<file path="config.mk">
export PLATFORM = sky130hd
export DESIGN_NAME = mem_port_arbiter
export DESIGN_NICKNAME = d
export VERILOG_FILES = /design/src/rtl/mem_port_arbiter.sv
export SDC_FILE = /design/constraint.sdc
export NUM_CORES = 1
export LEC_CHECK = 0
export ABC_CLOCK_PERIOD_IN_PS = 2200
export CORE_MARGIN = 1
export CORE_UTILIZATION = 39
export CTS_BUF_LIST = sky130_fd_sc_hd__clkbuf_16
export DETAILED_ROUTE_END_ITERATION = 10
export HOLD_SLACK_MARGIN = 0.15
export PLACE_DENSITY = 0.81
export SYNTH_ARGS = -nofsm -noshare
export SYNTH_HDL_FRONTEND = slang
export SYNTH_SLANG_ARGS = --single-unit
export TNS_END_PERCENT = 10
</file>
<file path="constraint.sdc">
create_clock -name clk -period 2.2 [get_ports clk]
set_clock_uncertainty 0.1 [all_clocks]
set_input_delay 0.66 -clock clk [delete_from_list [all_inputs] [get_ports clk]]
set_output_delay 0.66 -clock clk [all_outputs]
set_load 0.1 [all_outputs]
</file>
<file path="src/rtl/mem_port_arbiter.sv">
// Shares one single-port memory between CPU and DMA; define MEM_ARB_RR_EN for round-robin ties, else the CPU wins ties.
// Latency: ack is LAT+1 cycles after a request is sampled in IDLE; one transaction per LAT+2 cycles.
// Backpressure: requesters hold req and operands until their one-cycle ack; requests outside IDLE simply wait.
module mem_port_arbiter #(
    parameter int AW  = 32,
    parameter int DW  = 32,
    parameter int LAT = 2
) (
    input  logic          clk,
    input  logic          reset,
    input  logic          cpu_req,
    input  logic          cpu_we,
    input  logic [AW-1:0] cpu_addr,
    input  logic [DW-1:0] cpu_wdata,
    output logic [DW-1:0] cpu_rdata,
    output logic          cpu_ack,
    input  logic          dma_req,
    input  logic          dma_we,
    input  logic [AW-1:0] dma_addr,
    input  logic [DW-1:0] dma_wdata,
    output logic [DW-1:0] dma_rdata,
    output logic          dma_ack,
    output logic          mem_en,
    output logic          mem_we,
    output logic [AW-1:0] mem_addr,
    output logic [DW-1:0] mem_wdata,
    input  logic [DW-1:0] mem_rdata,
    output logic          busy,
    output logic          owner
);

    localparam logic [1:0] IDLE   = 2'd0;
    localparam logic [1:0] ACCESS = 2'd1;
    localparam logic [1:0] DONE   = 2'd2;

    localparam logic [3:0] CNT_INIT = 4'(LAT - 1);

    logic [1:0]    state;
    logic [3:0]    cnt;
    logic          last_owner;
    logic          lat_we;
    logic [AW-1:0] lat_addr;
    logic [DW-1:0] lat_wdata;
    logic          any_req;
    logic          pick_dma;

    assign any_req = cpu_req | dma_req;

`ifdef MEM_ARB_RR_EN
    // On a tie the requester that did not complete last goes next.
    assign pick_dma = dma_req & (~cpu_req | ~last_owner);
`else
    assign pick_dma = dma_req & ~cpu_req;

    logic unused_last_owner;
    assign unused_last_owner = last_owner;
`endif

    always_ff @(posedge clk) begin
        if (!reset) begin
            state      <= IDLE;
            cnt        <= 4'd0;
            owner      <= 1'b0;
            last_owner <= 1'b1;
            lat_we     <= 1'b0;
            lat_addr   <= '0;
            lat_wdata  <= '0;
            cpu_rdata  <= '0;
            dma_rdata  <= '0;
        end else begin
            case (state)
                IDLE: begin
                    if (any_req) begin
                        owner     <= pick_dma;
                        lat_we    <= pick_dma ? dma_we    : cpu_we;
                        lat_addr  <= pick_dma ? dma_addr  : cpu_addr;
                        lat_wdata <= pick_dma ? dma_wdata : cpu_wdata;
                        cnt       <= CNT_INIT;
                        state     <= ACCESS;
                    end
                end
                ACCESS: begin
                    if (cnt == 4'd0) begin
                        // Memory read data is only valid in the final access cycle.
                        if (!lat_we) begin
                            if (owner) begin
                                dma_rdata <= mem_rdata;
                            end else begin
                                cpu_rdata <= mem_rdata;
                            end
                        end
                        last_owner <= owner;
                        state      <= DONE;
                    end else begin
                        cnt <= cnt - 4'd1;
                    end
                end
                DONE: begin
                    state <= IDLE;
                end
                default: begin
                    state <= IDLE;
                end
            endcase
        end
    end

    assign mem_en    = (state == ACCESS);
    assign mem_we    = mem_en & lat_we;
    assign mem_addr  = lat_addr;
    assign mem_wdata = lat_wdata;
    assign cpu_ack   = (state == DONE) & ~owner;
    assign dma_ack   = (state == DONE) & owner;
    assign busy      = (state != IDLE);

endmodule

</file>
==> metrics.csv, run 1 <==
metric,value,unit
routed len/inst,18.98,um
Post-CTS Setup Inserts,0,
largest net degree at the start of global routing,66,
Starting Density,0.4041,
clk root buf,clkbuf_16,
drt drc,0,
drt total wl,18.64,mm
IO Count,300,
Slew @ Worst Pin,0.3392,ns
CP max FO,4,
"Area growth, synth to finish",95.26,%
Worst Hold Class,flop to flop,
Die Wd,119.8,um
Detailed Routing Iterations Pass 1,5,
RSZ-0062 raised after global routing,no,
Final setup viols,0,
Final Cell Area,10570,sq um
Port Buf Inserts,299,
Required @ worst endpoint,1.44,ns
critical path class,flop to primary output,
average size of a mapped cell,10.74,sq um
Leakage,4.247,nW
Avg Vias per Cell,5.089,
period utilization,0.9524,
placed inst area,9972,sq um
Synth Warn #,0,
GP Congestion,0.8473,
cell area power density,849.5,nW/um^2
Hold WS,0.3937,ns
worst vdd ir,524.4,uV
#FFs+latches synth,136,
DP Wirelength,14.20,mm
number of global-route vias before repair,5364,
Relative slew margins,0.7736,
CP arrival,1.34,ns
CTS Buf Count,17,
run status,"complete, no violations",
first-pass GRT wire length,28.39,mm
placed insts,951,
core area,13400,sq um
Post-DRT Antenna Nets,0,
max_cap viols,0,
Tmin final,2.095,ns
"Slew Viols, Final",0,
syn_nets,672,
hold_buf cts,0,
Worst setup SP type,flop,
PostCTS Resize Cnt,1,
diode count,0,
layout cells sized above 1,0.2308,
Filler cells,785,
synthesized cell area,5415,sq um
Total Nets Final,962,
CTS tree,done,
Rows,42,
H-tree depth,4,
total negative slack,0,ns
gr usage total,0.2593,
Final Power,0.008983,W
initial antenna violation count,0,
critical path endpoint category,primary output,
final cell count without fillers,982,
die area,14360,sq um
CTS Buffer Depth,2,
drt initial violations,307,
CTS Sinks,136,
Fmax achieved,477.3,MHz
clock slew at reported path FFs,0.06,ns
Clock Latency Late Sink,0.41,ns
GR Overflow Total,0,
vias,4997,
"Hold Vio Cnt, Final",0,
die extent in y,119.8,um
"Seq/Total Area, Yosys",0.5028,
synthesized netlist cell count,504,
post-synthesis cell type count,31,
## worst max-delay path, stage by stage, from the launching register on
cell and delay (ns):
dfxtp_2 0.34, nand2b_4 0.14, clkinvlp_4 0.12, and2_4 0.16
buf_12 0.16
## per-stage QoR
stage	utilization	setup slack, ns
detailed placement	0.7442	-0.06653
finish	0.7891	0.1047
CTS	0.7889	0.004440
global route	0.7891	0.02567
floorplan	-	0.01119
global placement	0.7442	-0.01216
## layer usage
metal,wire (um),GRT usage,part of all wire
met5,0,0,0
met4,626,0.1219,0.034
met3,986,0.06369,0.053
met2,10160,0.4902,0.55
met1,6859,0.2650,0.37
## cell usage after synthesis
cell         n  area, sq um
dfxtp_1    136         2723
mux2i_1    129         1291
nand2_1     97        364.1
o2bb2ai_1   65        569.3
clkbuf_1    19        71.32
buf_2       12        60.06
inv_1        5        18.77
o21ai_0      4        20.02
buf_1        3        11.26
buf_4        3        22.52
buf_6        3        33.78
a21boi_0     2        15.01
a21oi_1      2        10.01
and2_1       2        12.51
ha_1         2        25.02
nor2_1       2        7.510
o21a_1       2        15.01
or3_1        2        12.51
or4_1        2        15.01
and3_1       1        6.260
and3b_1      1        8.760
nand2b_1     1        6.260
nand3b_1     1        7.510
nand4b_1     1        8.760
nor2b_1      1        6.260
nor3b_1      1        7.510
nor3b_4      1        18.77
nor4b_4      1        23.77
o221ai_1     1        8.760
o22ai_1      1        6.260
o31a_1       1        8.760
## area by class of cell
cell class	instances	area, sq um	area share
Clock buffer	17	425.4	0.04023
Timing Repair Buffer	311	4507	0.4262
Sequential cell	136	2726	0.2578
Tap cell	176	220.2	0.02083
Clock inverter	14	166.4	0.01574
Multi-Input combinational cell	323	2506	0.2370
Inverter	5	22.52	0.002130
## registers in the layout, summed over array words and instances (netlist names)
name and flops:
dma_rdata 32, mem_addr 32, mem_wdata 32, cpu_rdata 32, lat_we 1, cnt 4
owner 1, state 2
## kinds of logic after synthesis
family	Yosys count	synth area share
adders and majority gates	2	0.004620
buffers and inverters	45	0.04020
AOI/OAI and AO/OA	78	0.1206
and+or+nand+nor	114	0.09335
DFF	136	0.5028
muxes	129	0.2384
## power by group
part	switching, W	leakage [nW]	total, W	internal (W)
clock network	0.000998	0.301	0.00286	0.00186
registers	0.000235	1.11	0.00291	0.00267
logic	0.00196	2.83	0.00322	0.00126
## path summary, 6_finish.rpt
kind | start | endpoint | slack [ns] | cells past startpoint
worst max-delay path | state[1] | mem_we | 0.10 | 4
worst min-delay path | cpu_rdata[22] | cpu_rdata[22] | 0.39 | 2
worst max register to register | cnt[0] | cpu_rdata[10] | 0.17 | 6
worst min register to register | cpu_rdata[22] | cpu_rdata[22] | 0.39 | 2
## placed cells by master (no fill, tap or decap), drive strengths merged, types with 4 or more instances in the layout
cell	instances
clkdlybuf4s50	164
buf	147
dfxtp	136
mux2i	129
nand2	97
o2bb2ai	65
clkbuf	17
inv	7
clkinv	6
o21ai	4
bufinv	4
Power figures use the tool's default switching activity.
==> run 2, diff against run 1 <==
--- a/config.mk
+++ b/config.mk
@@ -12,6 +12,7 @@
 export DETAILED_ROUTE_END_ITERATION = 10
 export HOLD_SLACK_MARGIN = 0.15
 export PLACE_DENSITY = 0.81
+export SETUP_SLACK_MARGIN = 0.3
 export SYNTH_ARGS = -nofsm -noshare
 export SYNTH_HDL_FRONTEND = slang
 export SYNTH_SLANG_ARGS = --single-unit
==> run 2 against run 1 <==
Clock power is 3% higher. First-iteration DRC count is 12% lower. Non-clock buffer count is 22 higher.
==> metrics.csv, run 2 (synthesized netlist as in run 1, its figures left out) <==
metric,value,unit
RSZ-0062 raised after global routing,yes,
Required @ worst endpoint,1.44,ns
run status,"complete, no violations",
Power Internal,0.005861,W
die extent in y,119.8,um
Rows,42,
Total Nets Final,984,
critical path endpoint category,primary output,
largest net degree at the start of global routing,97,
slowest CP cell,dfxtp_4,
drt initial violations,271,
clk root buf,clkbuf_16,
max_cap viols,0,
Tmin final,2.080,ns
number of global-route vias before repair,5495,
Leakage,4.351,nW
Worst path top cell family by delay,buffers and inverters,
H-tree depth,4,
Worst Hold Class,flop to flop,
DP Wirelength,14.50,mm
core area,13400,sq um
Worst path max stage delay,0.37,ns
routed len/inst,19.43,um
GP Congestion,0.8175,
CTS Buffer Depth,2,
"commonest non-fill, non-tap cell in the layout",clkdlybuf4s50_1,
Port Buf Inserts,299,
CTS Sinks,136,
IO Count,300,
Die Wd,119.8,um
layout cells sized above 1,0.2569,
CTS tree,done,
GR Overflow Total,0,
Starting Density,0.4041,
Slew @ Worst Pin,0.4006,ns
Avg Vias per Cell,5.116,
"Slew Viols, Final",0,
Detailed Routing Iterations Pass 1,4,
Sw Pwr,0.003306,W
critical path class,flop to primary output,
worst vdd ir,501.7,uV
vias,5147,
worst-path cell chain,nand2b_4 > clkinvlp_4 > buf_4 > buf_12,
clock power share,0.321,
CP max FO,4,
"Hold Vio Cnt, Final",0,
period utilization,0.9454,
Relative slew margins,0.7330,
"commonest cells after routing, fill and taps aside","clkdlybuf4s50_1, buf_12, dfxtp_1",
sequential share of power,0.318,
Fmax achieved,480.8,MHz
total negative slack,0,ns
Comb power frac,0.361,
Post-DRT Antenna Nets,0,
drt drc,0,
CP arrival,1.32,ns
switch share,0.3606,
Clock Latency Late Sink,0.41,ns
CP Buf/Inv Count,3,
Hold WS,0.3968,ns
cell area power density,849.3,nW/um^2
"Area growth, synth to finish",99.33,%
hold_buf cts,0,
clock slew at reported path FFs,0.06,ns
gr usage total,0.2689,
die area,14360,sq um
first-pass GRT wire length,29.24,mm
Worst setup SP type,flop,
CTS Buf Count,17,
initial antenna violation count,1,
Final setup viols,0,
drt total wl,19.55,mm
## run 2: changes by cell type in the layout (fill, tap and decap cells not counted), moves of 2 or more
cell and delta:
buf_4 +20, dfxtp_2 -3, dfxtp_4 +3, inv_1 -3, buf_6 +2, clkinv_2 -2
clkinv_4 +2, clkinvlp_4 +2
## run 2: final cells by class
| cell class | count | area [sq um] |
|---|---|---|
| diodes | 1 | 2.502 |
| multi-input cells | 323 | 2517 |
| well taps | 176 | 220.2 |
| clock buffers | 17 | 425.4 |
| fillers | 756 | 2606 |
| inverters | 5 | 26.28 |
| flip-flops and latches | 136 | 2734 |
| clock inverters | 15 | 183.9 |
| repair buffers | 333 | 4684 |
## run 2: power groups by stage
stage               combinational [W]  sequential (W)  clock [W]
floorplan                    0.000563         0.00420          0
detailed placement            0.00324         0.00295          0
finish                        0.00331         0.00291    0.00295
global placement              0.00320         0.00294          0
CTS                           0.00327         0.00291    0.00299
global route                  0.00339         0.00294    0.00310
## run 2: worst paths after layout
kind | to | from | slack [ns] | cells past startpoint
worst max register to register | dma_rdata[27] | state[1] | 0.32 | 7
worst min-delay path | cpu_rdata[23] | cpu_rdata[23] | 0.40 | 2
worst min register to register | cpu_rdata[23] | cpu_rdata[23] | 0.40 | 2
worst max-delay path | mem_en | state[1] | 0.12 | 4
## run 2: repair_timing
| item | in CTS | in global routing |
|---|---|---|
| gates resized for setup | 4 | 4 |
| buffers inserted | 4 | 4 |
| gates cloned | 0 | 2 |
| endpoints found under the setup margin | 37 | 100 |
| pin swaps | 0 | 1 |
| endpoints found under the hold margin | 0 | 0 |
## run 2: tightest hold or removal path, cell delays in order, from the launching register on
cell	delay, ns
dfxtp_1	0.33
nand2_1	0.06
mux2i_1	0.05
## run 2: per-stage QoR
| step | std cells | util | instance area [sq um] | setup slack, ns | power [W] |
|---|---|---|---|---|---|
| after detailed placement | 963 | 0.7520 | 10080 | -0.1600 | 0.006196 |
| after global placement | 963 | 0.7520 | 10080 | -0.1283 | 0.006134 |
| after global routing | 1006 | 0.8055 | 10790 | 0.07463 | 0.009429 |
| final | 1006 | 0.8055 | 10790 | 0.1201 | 0.009168 |
| after CTS | 999 | 0.8006 | 10730 | 0.1249 | 0.009173 |
| after floorplan | 504 | - | 5464 | 0.03047 | 0.004765 |
## run 2: routing by layer
| layer | global-route usage | wire (um) | vias to the layer above |
|---|---|---|---|
| li1 | - | - | 2426 |
| met1 | 0.2590 | 6769 | 2461 |
| met2 | 0.5173 | 10870 | 213 |
| met3 | 0.08270 | 1263 | 47 |
| met4 | 0.1203 | 648 | 0 |
| met5 | 0 | 0 | - |
